<file path="src/rtl/xcore_pkg.sv">
// Shared core types for the memory arbiter: FSM state and transaction owner.
package xcore_pkg;

  typedef enum logic [1:0] {
    ARB_IDLE = 2'd0,
    ARB_REQ  = 2'd1,
    ARB_RESP = 2'd2
  } arb_state_t;

  typedef enum logic {
    OWNER_IFU = 1'b0,
    OWNER_LSU = 1'b1
  } arb_owner_t;

endpackage

</file>
<file path="src/rtl/arb_pick.sv">
// Combinational winner select between IFU and LSU requests.
// ARB_RR_EN selects round-robin on ties; otherwise LSU has fixed priority.
module arb_pick
  import xcore_pkg::*;
(
  input  logic       ifu_valid_i,
  input  logic       lsu_valid_i,
  input  arb_owner_t last_grant_i,
  output logic       grant_valid_o,
  output arb_owner_t grant_o
);

  assign grant_valid_o = ifu_valid_i | lsu_valid_i;

  always_comb begin
    grant_o = OWNER_IFU;
    if (ifu_valid_i && lsu_valid_i) begin
`ifdef ARB_RR_EN
      // On a tie, hand the port to whoever did not win last time
      grant_o = (last_grant_i == OWNER_LSU) ? OWNER_IFU : OWNER_LSU;
`else
      grant_o = OWNER_LSU;
`endif
    end else if (lsu_valid_i) begin
      grant_o = OWNER_LSU;
    end
  end

`ifndef ARB_RR_EN
  logic unused_last_grant;
  assign unused_last_grant = last_grant_i;
`endif

endmodule

</file>
<file path="src/rtl/mem_arbiter.sv">
// Shares one single-ported memory between IFU and LSU, one transaction in flight.
// Optional macro ARB_RR_EN: round-robin tie-break instead of fixed LSU priority.
module mem_arbiter
  import xcore_pkg::*;
#(
  parameter int unsigned ADDR_W = 32,
  parameter int unsigned DATA_W = 32
) (
  input  logic                clk,
  input  logic                rst_n,
  input  logic                ifu_req_valid,
  output logic                ifu_req_ready,
  input  logic [ADDR_W-1:0]   ifu_addr,
  output logic                ifu_resp_valid,
  input  logic                ifu_resp_ready,
  output logic [DATA_W-1:0]   ifu_rdata,
  input  logic                lsu_req_valid,
  output logic                lsu_req_ready,
  input  logic [ADDR_W-1:0]   lsu_addr,
  input  logic                lsu_wen,
  input  logic [DATA_W-1:0]   lsu_wdata,
  input  logic [DATA_W/8-1:0] lsu_wstrb,
  output logic                lsu_resp_valid,
  input  logic                lsu_resp_ready,
  output logic [DATA_W-1:0]   lsu_rdata,
  output logic                mem_req_valid,
  input  logic                mem_req_ready,
  output logic [ADDR_W-1:0]   mem_addr,
  output logic                mem_wen,
  output logic [DATA_W-1:0]   mem_wdata,
  output logic [DATA_W/8-1:0] mem_wstrb,
  input  logic                mem_resp_valid,
  output logic                mem_resp_ready,
  input  logic [DATA_W-1:0]   mem_rdata
);

  localparam int unsigned STRB_W = DATA_W / 8;

  arb_state_t          state_q, state_d;
  arb_owner_t          owner_q, owner_d;
  arb_owner_t          last_grant_q, last_grant_d;
  logic [ADDR_W-1:0]   addr_q, addr_d;
  logic                wen_q, wen_d;
  logic [DATA_W-1:0]   wdata_q, wdata_d;
  logic [STRB_W-1:0]   wstrb_q, wstrb_d;

  logic       grant_valid;
  arb_owner_t grant;
  logic       owner_resp_ready;

  arb_pick u_pick (
    .ifu_valid_i   (ifu_req_valid),
    .lsu_valid_i   (lsu_req_valid),
    .last_grant_i  (last_grant_q),
    .grant_valid_o (grant_valid),
    .grant_o       (grant)
  );

  assign owner_resp_ready = (owner_q == OWNER_LSU) ? lsu_resp_ready : ifu_resp_ready;

  always_ff @(posedge clk or negedge rst_n) begin
    if (!rst_n) begin
      state_q      <= ARB_IDLE;
      owner_q      <= OWNER_IFU;
      last_grant_q <= OWNER_IFU;
      addr_q       <= '0;
      wen_q        <= 1'b0;
      wdata_q      <= '0;
      wstrb_q      <= '0;
    end else begin
      state_q      <= state_d;
      owner_q      <= owner_d;
      last_grant_q <= last_grant_d;
      addr_q       <= addr_d;
      wen_q        <= wen_d;
      wdata_q      <= wdata_d;
      wstrb_q      <= wstrb_d;
    end
  end

  // Next state, payload capture and combinational handshake routing
  always_comb begin
    state_d        = state_q;
    owner_d        = owner_q;
    last_grant_d   = last_grant_q;
    addr_d         = addr_q;
    wen_d          = wen_q;
    wdata_d        = wdata_q;
    wstrb_d        = wstrb_q;
    ifu_req_ready  = 1'b0;
    lsu_req_ready  = 1'b0;
    ifu_resp_valid = 1'b0;
    lsu_resp_valid = 1'b0;
    ifu_rdata      = '0;
    lsu_rdata      = '0;
    mem_resp_ready = 1'b0;

    case (state_q)
      ARB_IDLE: begin
        // rst_n gating keeps the ready outputs low while reset is held
        if (grant_valid && rst_n) begin
          owner_d = grant;
          state_d = ARB_REQ;
          if (grant == OWNER_LSU) begin
            lsu_req_ready = 1'b1;
            addr_d        = lsu_addr;
            wen_d         = lsu_wen;
            wdata_d       = lsu_wdata;
            wstrb_d       = lsu_wstrb;
          end else begin
            ifu_req_ready = 1'b1;
            addr_d        = ifu_addr;
            wen_d         = 1'b0;
            wdata_d       = '0;
            wstrb_d       = '0;
          end
        end
      end
      ARB_REQ: begin
        if (mem_req_ready) state_d = ARB_RESP;
      end
      ARB_RESP: begin
        mem_resp_ready = owner_resp_ready;
        if (owner_q == OWNER_LSU) begin
          lsu_resp_valid = mem_resp_valid;
          lsu_rdata      = mem_rdata;
        end else begin
          ifu_resp_valid = mem_resp_valid;
          ifu_rdata      = mem_rdata;
        end
        if (mem_resp_valid && owner_resp_ready) begin
          state_d      = ARB_IDLE;
          last_grant_d = owner_q;
        end
      end
      default: state_d = ARB_IDLE;
    endcase
  end

  assign mem_req_valid = (state_q == ARB_REQ);
  assign mem_addr      = addr_q;
  assign mem_wen       = wen_q;
  assign mem_wdata     = wdata_q;
  assign mem_wstrb     = wstrb_q;

endmodule

</file>
<file path="config.mk">
export PLATFORM = sky130hd
export DESIGN_NAME = mem_arbiter
export DESIGN_NICKNAME = d
export VERILOG_FILES = /design/src/rtl/xcore_pkg.sv /design/src/rtl/arb_pick.sv /design/src/rtl/mem_arbiter.sv
export SDC_FILE = /design/constraint.sdc
export NUM_CORES = 1
export LEC_CHECK = 0
export BUFFER_PORTS_ARGS = -buffer_cell sky130_fd_sc_hd__buf_2
export CELL_PAD_IN_SITES_DETAIL_PLACEMENT = 1
export CELL_PAD_IN_SITES_GLOBAL_PLACEMENT = 2
export CORE_ASPECT_RATIO = 0.5
export CORE_MARGIN = 1
export CORE_UTILIZATION = 21
export DETAILED_ROUTE_END_ITERATION = 8
export PLACE_DENSITY_LB_ADDON = 0.1
export REMOVE_ABC_BUFFERS = 1
export SYNTH_ARGS = -nofsm -noshare
export SYNTH_HDL_FRONTEND = slang
export SYNTH_HIERARCHICAL = 1
export SYNTH_SLANG_ARGS = --single-unit
export TNS_END_PERCENT = 100
</file>
<file path="constraint.sdc">
create_clock -name clk -period 1.93 [get_ports clk]
set_clock_uncertainty 0.15 [all_clocks]
set_input_delay 0.0965 -clock clk [delete_from_list [all_inputs] [get_ports clk]]
set_output_delay 0.0965 -clock clk [all_outputs]
set_load 0.05 [all_outputs]
</file>
# After elaboration in Yosys (flattened, before gate mapping)
# Cells that the tools add are included.
[op_classes]
n_bitwise = 1
n_reduce_logical = 6
n_mux = 26
n_eq_ne = 5
[op_table]
columns = ["cell", "count"]
rows = [
  ["two-way mux 32 bit", 6],
  ["two-way mux 1 bit", 15],
  ["two-way mux 2 bit", 3],
  ["one-hot mux 2 bit (3 select lines)", 1],
  ["two-way mux 4 bit", 1],
  ["inequality test 2 bit (second input constant)", 2],
  ["logical AND 1 bit", 3],
  ["AND reduction 3 bit", 1],
  ["equality test 2 x 1 -> 1 bit (second input constant)", 1],
  ["equality test 2 bit (second input constant)", 1],
  ["logical NOT 2 bit", 1],
  ["inequality test 2 x 1 -> 1 bit (second input constant)", 1],
  ["AND reduction 2 bit", 1],
  ["OR 1 bit", 1],
]
[word_totals]
register_bits = 72
output_inout_bits = 139
word_cells = 44
inputBits = 141

# Logic depth before layout (Yosys ltp)
# Gate-level depths: netlist of run 1.
[depth]
depth_word = 5
ltp_mapped = 6
depth_no_buf = 4

# Hierarchy
# The synthesis of run 1 kept the hierarchy.
[by_module_without_submodules]
columns = ["mod", "area_each_um2", "cells_per_inst", "seq_area_each_um2", "instances"]
rows = [
  ["mem_arbiter", 3624.7, 394, 1826.8, 1],
  ["arb_pick", 10.0, 2, 0.0, 1],
]

# Least setup slack after synthesis of run 1
# Ideal clock, no wire load.
[synth_timing]
path_type = "reg2out"
from = "register state_q[1]"
to = "output port ifu_req_ready"
path_buffers = 2
setup_slack_ps = 49
path_stages_with_launch = 5
arrival_ps = 1635
cell_sequence = "dfrtp_1 > nand4bb_4 > buf_4 > buf_2 > nor2_1"
[synth_via]
elab_chain_len = 2
[synth_lines]
columns = ["element", "line_no", "source"]
rows = [
  ["from (decl)", "mem_arbiter.sv:39", "arb_state_t state_q, state_d;"],
  ["from (signal assigned)", "mem_arbiter.sv:71", "state_q <= state_d;"],
  ["logical NOT 2 bit", "mem_arbiter.sv:98", "case (state_q)"],
  ["two-way mux 1 bit", "mem_arbiter.sv:98", ""],
  ["to (decl)", "mem_arbiter.sv:12", "output logic ifu_req_ready,"],
]
# Every way passes these cells.

# Final worst setup path of run 1
[layout_timing]
from = "register state_q[0]"
to = "output port ifu_rdata[11]"
[layout_via]
elab_chain_len = 2
[layout_lines]
columns = ["element", "line_no", "source"]
rows = [
  ["equality test 2 bit", "mem_arbiter.sv:98", ""],
  ["two-way mux 32 bit", "mem_arbiter.sv:98", ""],
  ["to (decl)", "mem_arbiter.sv:16", "output logic [DATA_W-1:0] ifu_rdata,"],
]
# Every way passes these cells.

==> impl_metrics.ini, run 1 <==
[power]
p_int_uw = 4890
swShare = 0.536
pwr-share-comb = 0.599
p_switching_uw = 5650
power.density_cell_area_nw_per_um2 = 1540
seq_power_share = 0.246
clkPwrFrac = 0.155
p_leak_uw = 0.00373
irDropWorstVdd_mv = 0.471
finalPower_uw = 10500

[floorplan]
die_h_um = 94.5
io_pins = 280
die_area_sq_um = 17700
die_w_um = 187
start_util = 0.217
core_area_sq_um = 16600
rows = 33

[cts]
clkLatencyLatePin_ps = 320
cts.sinks = 72
clk_pin_slew_ps = 60
cts_buffers = 9
clock_path_buffers = 2
cts_root_buffer = clkbuf_16
htreeDepth = 3
cts_tree = built

[critical_path]
arrival_ps = 1580
end_kind = output port
path_cells = nand2b_4, nor2_2, buf_12, and2_1, clkbuf_4
crit_slowest_cell = dfrtp_1
worstPathMaxFanout = 33
cp_num_buf_inv = 2
required_ps = 1680
cp_slowest_stage_delay_ps = 400
critPathLaunchType = flop
cp_top_family = simple AND/OR/NAND/NOR gates
worstSetupPathType = reg -> out

[global_route]
grt_pass1_wl_um = 22700
grt-busiest-layer = met2
overflow = 0
antenna_found_initial = 0
grt_use_met2 = 0.304
track_usage = 0.163
grt_pass1_vias = 4362
grt.met1_usage = 0.182
grt_max_degree = 72
use_met3 = 0.0539

[layout]
diodes = 0
fin_nets = 916
synthToLayoutAreaGrowth_pct = 90.1
finalCoreUtilization = 0.412
final_layout_size_suffix_gt1_frac = 0.404

[synth]
synth_area_per_cell_sq_um = 9.14
yosys_warnings = 6
synth_cells = 393
syn_area_sq_um = 3590

[detailed_routing]
ant_nets = 0
num_vias = 4129
drt-wirelength-per-cell_um = 14.4
wirelength_um = 14400
drc_errors = 0
drt_iter0_drc = 138
first_pass_iters = 4
viasPerCell = 4.10

[sta]
finalMaxSlewViolations = 0
fin_crit_sh = 0.944
finalSetupTns_ps = 0
setup_viol = 0
period_needed_ps = 1820
hold_violations = 0
tightest_slew_ps = 416
relSlewSlack = 0.723
timing.fmax_mhz = 549

[placed_design]
port_buffers = 279
place_hpwl_um = 9980
gp_congestion = 0.719

[run_status]
status = finished clean

[job]
max_cap_violations = 0

[min_path]
hp-class = in -> reg
[layer usage]
metal | vias up | part of all wire
li1 | 2035 | -
met2 | 134 | 0.51
met3 | 7 | 0.069
met1 | 1953 | 0.41
met5 | - | 0
met4 | 0 | 0.0067
[sequential cells by signal (all words and copies together), names as in the netlist]
| name | flops |
|---|---|
| mem_wen | 1 |
| owner_q | 1 |
| mem_wstrb | 4 |
| state_q | 2 |
| mem_addr | 32 |
| mem_wdata | 32 |
[worst register-to-register path, cell delays in order (launching register included)]
cell       delay [ps]
dfrtp_1           420
nand4bb_4         320
buf_4             220
buf_12            160
a21o_1            190
[final timing paths]
path / start / end / slack [ps] / depth (start not counted)
worst max-delay path: state_q[0] / ifu_rdata[11] / 110 / 5
worst min-delay path: ifu_resp_ready / state_q[1] / 10 / 4
worst max register to register: state_q[1] / owner_q / 360 / 4
worst min register to register: mem_wdata[5] / mem_wdata[5] / 310 / 2
max in group asynchronous: rst_n / owner_q / 740 / 3
min in group asynchronous: rst_n / mem_addr[13] / 250 / 3
[placed cells by master, fill, tap and decap left out, drive strengths merged]
master       instances
clkinv               3
nand3               37
nor2b                1
nand2b               2
dlygate4sd3        105
mux2i               33
dfrtp               72
a21o                 1
o21ai               34
clkbuf              28
and4bb               1
nand4bb              1
inv                  2
buf                279
and2                67
or2                  1
nor2                 4
bufinv               1
nand2              107
[power by group through the flow]
stage	registers, uW	clock network [uW]	logic [uW]
5_1_grt	2710	1760	6720
2_1_floorplan	5070	0	1780
3_3_place_gp	2590	0	5990
4_1_cts	2610	1700	6260
6_report	2590	1630	6320
3_5_place_dp	2630	0	6000
[metrics by stage]
stage          hold slack [ps]  instances  worst slack [ps]  cell area, sq um
2_1_floorplan             -349        363              -551              3410
3_3_place_gp              -207        883               333              5260
3_5_place_dp              -207        883               342              5260
4_1_cts                   6.48       1003            0.0490              6680
5_1_grt                   47.9       1006             -8.50              6830
6_report                  11.8       1006               108              6830
[cell type report]
| type | count | area (sq um) |
|---|---|---|
| clock buffer | 11 | 243 |
| inverter | 2 | 7.51 |
| fill | 1971 | 9730 |
| sequential | 72 | 1800 |
| multi-input combinational | 289 | 1610 |
| tap | 227 | 284 |
| clock inverter | 4 | 45.0 |
| timing repair buffer | 401 | 2830 |
[timing repair]
action	in CTS	in global routing
pin swaps	0	1
gates cloned	0	1
endpoints found under the setup margin	30	67
endpoints found under the hold margin	143	0
resized for setup	30	62
hold buffers	105	0
setup buffers	0	2
Power figures use the tool's default switching activity.
==> run 2, diff against run 1 <==
==> constraint.sdc (replaced) <==
create_clock -name clk -period 1.93 [get_ports clk]
set_clock_uncertainty 0.15 [all_clocks]
set_input_delay 0.193 -clock clk [delete_from_list [all_inputs] [get_ports clk]]
set_output_delay 0.193 -clock clk [all_outputs]
set_load 0.05 [all_outputs]
==> run 2 against run 1 <==
Effect of this change: sequential power about the same; the run now ends with setup timing left; combinational power rose by 3.5%; largest cell class unchanged; routed wire length grew 0.54%; global-route usage is essentially flat.
==> impl_metrics.ini, run 2 (same netlist as run 1, synthesis figures left out) <==
[sta]
fin_ws_ps = -23.2
relSlewSlack = 0.685
finalSetupTns_ps = -224
fin_crit_sh = 1.01
finalMaxSlewViolations = 0
hold_ws_ps = 4.09
hold_violations = 0
setup_viol = 25
timing.fmax_mhz = 512
rsz0062_at_grt = true
period_needed_ps = 1950
tightest_slew_ps = 472

[placed_design]
port_buffers = 279
placed_cells = 881
gp_congestion = 0.713
place_hpwl_um = 9850
postPlaceCellArea_sq_um = 5250

[min_path]
whs_path_depth = 3
hp-start = lsu_addr[21]
hp-class = in -> reg

[global_route]
grt_max_degree = 72
overflow = 0
grt_pass1_vias = 4156
track_usage = 0.163
antenna_found_initial = 0
grt_pass1_wl_um = 22400

[critical_path]
worstSetupStartpoint = state_q[0]
cp_top_family = simple AND/OR/NAND/NOR gates
cp_slowest_stage_delay_ps = 410
arrival_ps = 1610
cp_num_buf_inv = 3
crit_slowest_cell = dfrtp_1
crit_cells = 6
end_kind = output port
reg2reg_from = state_q[1]
worstPathMaxFanout = 16
critPathLaunchType = flop
path_cells = nand2b_4, nor2_4, buf_4, buf_16, and2_1, buf_6
worstSetupPathType = reg -> out
worstRegToRegCells = 4
required_ps = 1590

[detailed_routing]
drt-wirelength-per-cell_um = 15.3
wl_met3_um = 1360
viasPerCell = 4.11
wirelength_um = 14500
drc_errors = 0
ant_nets = 0
wl_met2_um = 7370
drt_iter0_drc = 87
top_layer_used = met4
met1_length_um = 5700
num_vias = 3892
first_pass_iters = 4

[power]
irDropWorstVdd_mv = 0.436
seq_power_share = 0.239
power.density_cell_area_nw_per_um2 = 1650
p_int_uw = 5130
clkPwrFrac = 0.159
finalPower_uw = 10900
p_switching_uw = 5740
pwr-share-comb = 0.602
p_leak_uw = 0.00359
swShare = 0.528

[cts]
cts_tree = built
clkLatencyLatePin_ps = 330
clk_pin_slew_ps = 60
cts_root_buffer = clkbuf_16
cts_buffers = 9
clock_path_buffers = 2
htreeDepth = 3
cts.sinks = 72

[job]
max_cap_violations = 0

[layout]
stdcell_count = 948
synthToLayoutAreaGrowth_pct = 83.8
final_common_cell = buf_2
fin_nets = 858
multi_input_area_sq_um = 1650
final_layout_size_suffix_gt1_frac = 0.459
diodes = 0
fill_cells = 1981
ff_latch_area_sq_um = 1800
final_area_sq_um = 6600
final_cell_mix = 211 x buf_2, 107 x nand2_1, 72 x dfrtp_1

[floorplan]
rows = 33
start_util = 0.217
io_pins = 280
core_area_sq_um = 16600
die_h_um = 94.5
die_w_um = 187
die_area_sq_um = 17700

[run_status]
violations = setup timing
status = finished with violations
[run 2: worst paths after layout]
path	end	slack, ps
max	ifu_rdata[16]	-20
min	mem_addr[21]	4
max reg2reg	owner_q	300
min reg2reg	mem_wdata[13]	310
max in group asynchronous	mem_addr[6]	600
min in group asynchronous	state_q[1]	270
[run 2: area by class of cell]
type / count / area share
multi-input combinational: 289 / 0.249
clock buffer: 13 / 0.0409
timing repair buffer: 343 / 0.387
clock inverter: 2 / 0.00569
inverter: 2 / 0.00114
tap: 227 / 0.0430
sequential: 72 / 0.273
[run 2: worst register-to-register path: stages, from the launching register on]
cell	delay, ps
dfrtp_1	430
nand4bb_4	280
buf_4	240
buf_4	230
a21o_1	200
[run 2: power by group through the flow]
stage | combinational, uW | sequential, uW | clock (uW)
after CTS | 6450 | 2610 | 1790
after global routing | 6920 | 2700 | 1850
after global placement | 5960 | 2600 | 0
after detailed placement | 5980 | 2630 | 0
after floorplan | 1780 | 5070 | 0
final | 6540 | 2590 | 1720
[run 2: metal layers]
metal / global-route usage / up-vias
met5: 0 / -
met4: 0.0355 / 0
met3: 0.0710 / 8
met2: 0.295 / 135
met1: 0.178 / 1829
li1: - / 1920
[run 2: per-stage QoR]
step	util	worst slack, ps
after global placement	0.317	245
after CTS	0.386	-30.9
final	0.399	-23.2
after floorplan	-	-647
after detailed placement	0.317	238
after global routing	0.399	-102
[run 2: timing repair]
| item | CTS | global route |
|---|---|---|
| pin swaps | 1 | 2 |
| gates resized for setup | 110 | 58 |
| hold buffers | 45 | 0 |
| buffers inserted | 4 | 2 |
| endpoints found under the hold margin | 115 | 0 |
| endpoints found under the setup margin | 68 | 67 |
| cloned | 1 | 0 |
==> run 3, diff against run 2 <==
--- a/config.mk
+++ b/config.mk
@@ -12,7 +12,8 @@
 export CORE_MARGIN = 1
 export CORE_UTILIZATION = 21
 export DETAILED_ROUTE_END_ITERATION = 8
-export PLACE_DENSITY_LB_ADDON = 0.1
+export GPL_TIMING_DRIVEN = 0
+export PLACE_DENSITY = 0.9
 export REMOVE_ABC_BUFFERS = 1
 export SYNTH_ARGS = -nofsm -noshare
 export SYNTH_HDL_FRONTEND = slang
==> run 3 against run 2 <==
Effect of this change: worst setup slack improved by 7.9 ps; sequential power hardly changed; count of clock-buffer cells in the layout shrank 3; maximum frequency rose by 0.41%; register-to-register slack got worse by 190 ps; flip-flop and latch count unchanged; cell area up 3.7%; final cell count shrank 0.21%; combinational power rose by 4.6%; the run still ends with setup timing left; first-iteration DRC count shrank 20%; largest cell class unchanged.
==> impl_metrics.ini, run 3 (same netlist as run 1, synthesis figures left out) <==
[placed_design]
post-place-ws_ps = -1100
gp_congestion = 0.711
placed_cells = 871
place_hpwl_um = 9830
port_buffers = 279

[floorplan]
io_pins = 280
rows = 33
die_area_sq_um = 17700
die_w_um = 187
core_area_sq_um = 16600
start_util = 0.217
die_h_um = 94.5

[min_path]
hp-class = in -> reg

[global_route]
grt-busiest-layer = met2
grt_pass1_wl_um = 23500
grt_pass1_vias = 4343
antenna_found_initial = 0
grt.met1_usage = 0.196
overflow = 0
use_met3 = 0.0331
track_usage = 0.170
grt_max_degree = 73
grt_use_met2 = 0.327

[detailed_routing]
ant_nets = 0
drc_errors = 0
num_vias = 4029
wirelength_um = 15600
viasPerCell = 4.26
drt-wirelength-per-cell_um = 16.5
first_pass_iters = 4
drt_iter0_drc = 70

[critical_path]
worstRegToRegCells = 4
cp_slowest_stage_delay_ps = 420
crit_slowest_cell = dfrtp_2
path_cells = nand2b_4, nor2_4, buf_12, and2_1, buf_6
worstSetupPathType = reg -> out
end_kind = output port
worstSetupStartpoint = state_q[0]
r2r_setup_slack_ps = 110
r2r_end = mem_addr[11]
crit_end = lsu_rdata[8]
required_ps = 1590
worstPathMaxFanout = 17
critPathLaunchType = flop
reg2reg_from = state_q[1]
arrival_ps = 1600

[cts]
cts.sinks = 72
cts_tree = built
clock_path_buffers = 2
cts_root_buffer = clkbuf_16
htreeDepth = 3
clk_pin_slew_ps = 60
clkLatencyLatePin_ps = 320
cts_buffers = 9

[layout]
fin_nets = 857
final_common_cell = buf_2
fill_cells = 1921
final_layout_size_suffix_gt1_frac = 0.498
synthToLayoutAreaGrowth_pct = 90.6
multi_input_area_sq_um = 1790
final_cell_mix = 210 x buf_2, 107 x nand2_1, 69 x dfrtp_1
diodes = 0
ff_latch_area_sq_um = 1810
stdcell_count = 946

[sta]
finalSetupTns_ps = -16.9
hold_violations = 0
relSlewSlack = 0.689
fin_crit_sh = 1.01
fin_ws_ps = -15.3
setup_viol = 2
tightest_slew_ps = 466
rsz0062_at_grt = true
timing.fmax_mhz = 514
period_needed_ps = 1950
finalMaxSlewViolations = 0

[run_status]
status = finished with violations
violations = setup timing

[power]
irDropWorstVdd_mv = 0.490
p_leak_uw = 0.00366
power.density_cell_area_nw_per_um2 = 1650

[job]
max_cap_violations = 0
==> run 3: cell count changes in the layout (fill, tap and decap cells not counted), sizes merged <==
cell	before	now
and4bb	1	2
dlygate4sd3	45	41
clkinvlp	1	0
nand4bb	1	3
clkbuf	13	10
nor2	4	6
buf	298	296
bufinv	1	3
clkinv	0	1
==> run 3: metal layers <==
metal | share of wire | vias up
li1 | - | 1927
met1 | 0.40 | 1969
met2 | 0.54 | 117
met3 | 0.049 | 16
met4 | 0.014 | 0
met5 | 0 | -
==> run 3: worst min path at each step <==
| stage | from | end | slack (ps) | cells after the start |
|---|---|---|---|---|
| 2_1_floorplan | rst_n | mem_addr[0] | -250 | 0 |
| 3_3_place_gp | mem_req_ready | state_q[0] | 260 | 2 |
| 3_5_place_dp | rst_n | mem_addr[4] | 50 | 1 |
| 4_1_cts | lsu_addr[4] | mem_addr[4] | 2 | 3 |
| 5_1_grt | ifu_addr[29] | mem_addr[29] | 10 | 3 |
| 6_report | ifu_addr[15] | mem_addr[15] | 10 | 3 |
==> run 3: what timing repair did <==
item	4_1_cts	5_1_grt
gates cloned	5	0
endpoints found under the setup margin	139	94
resized for setup	119	99
hold buffers	44	0
hold endpoints to repair	112	0
pin swaps	6	2
setup buffers	11	1
==> run 3: per-stage QoR <==
| stage | area [sq um] | hold WS [ps] | power [uW] | utilization |
|---|---|---|---|---|
| floorplan | 3410 | -253 | 6860 | - |
| CTS | 6490 | 1.54 | 11100 | 0.392 |
| detailed placement | 5140 | 48.7 | 8460 | 0.311 |
| global route | 6840 | 10.0 | 11900 | 0.413 |
| global placement | 5090 | 256 | 8330 | 0.307 |
| finish | 6840 | 14.8 | 11300 | 0.413 |
==> run 3: area by class of cell <==
type | instances | area share
well taps | 227 | 0.0415
flip-flops and latches | 72 | 0.264
repair buffers | 337 | 0.384
clock buffers | 10 | 0.0335
clock inverters | 4 | 0.0139
multi-input cells | 294 | 0.262
inverters | 2 | 0.00110
==> run 3: power by group <==
group          internal [uW]  switching (uW)  total, uW
Clock                   1250             590       1840
Combinational           1940            4900       6840
Sequential              2240             377       2610
Total                   5420            5870      11300
==> run 3: critical path: cells and delay by family, from the launching register on <==
kind	cells	cell delay, ps
simple gates	3	530
flops	1	420
buf+inv	2	320
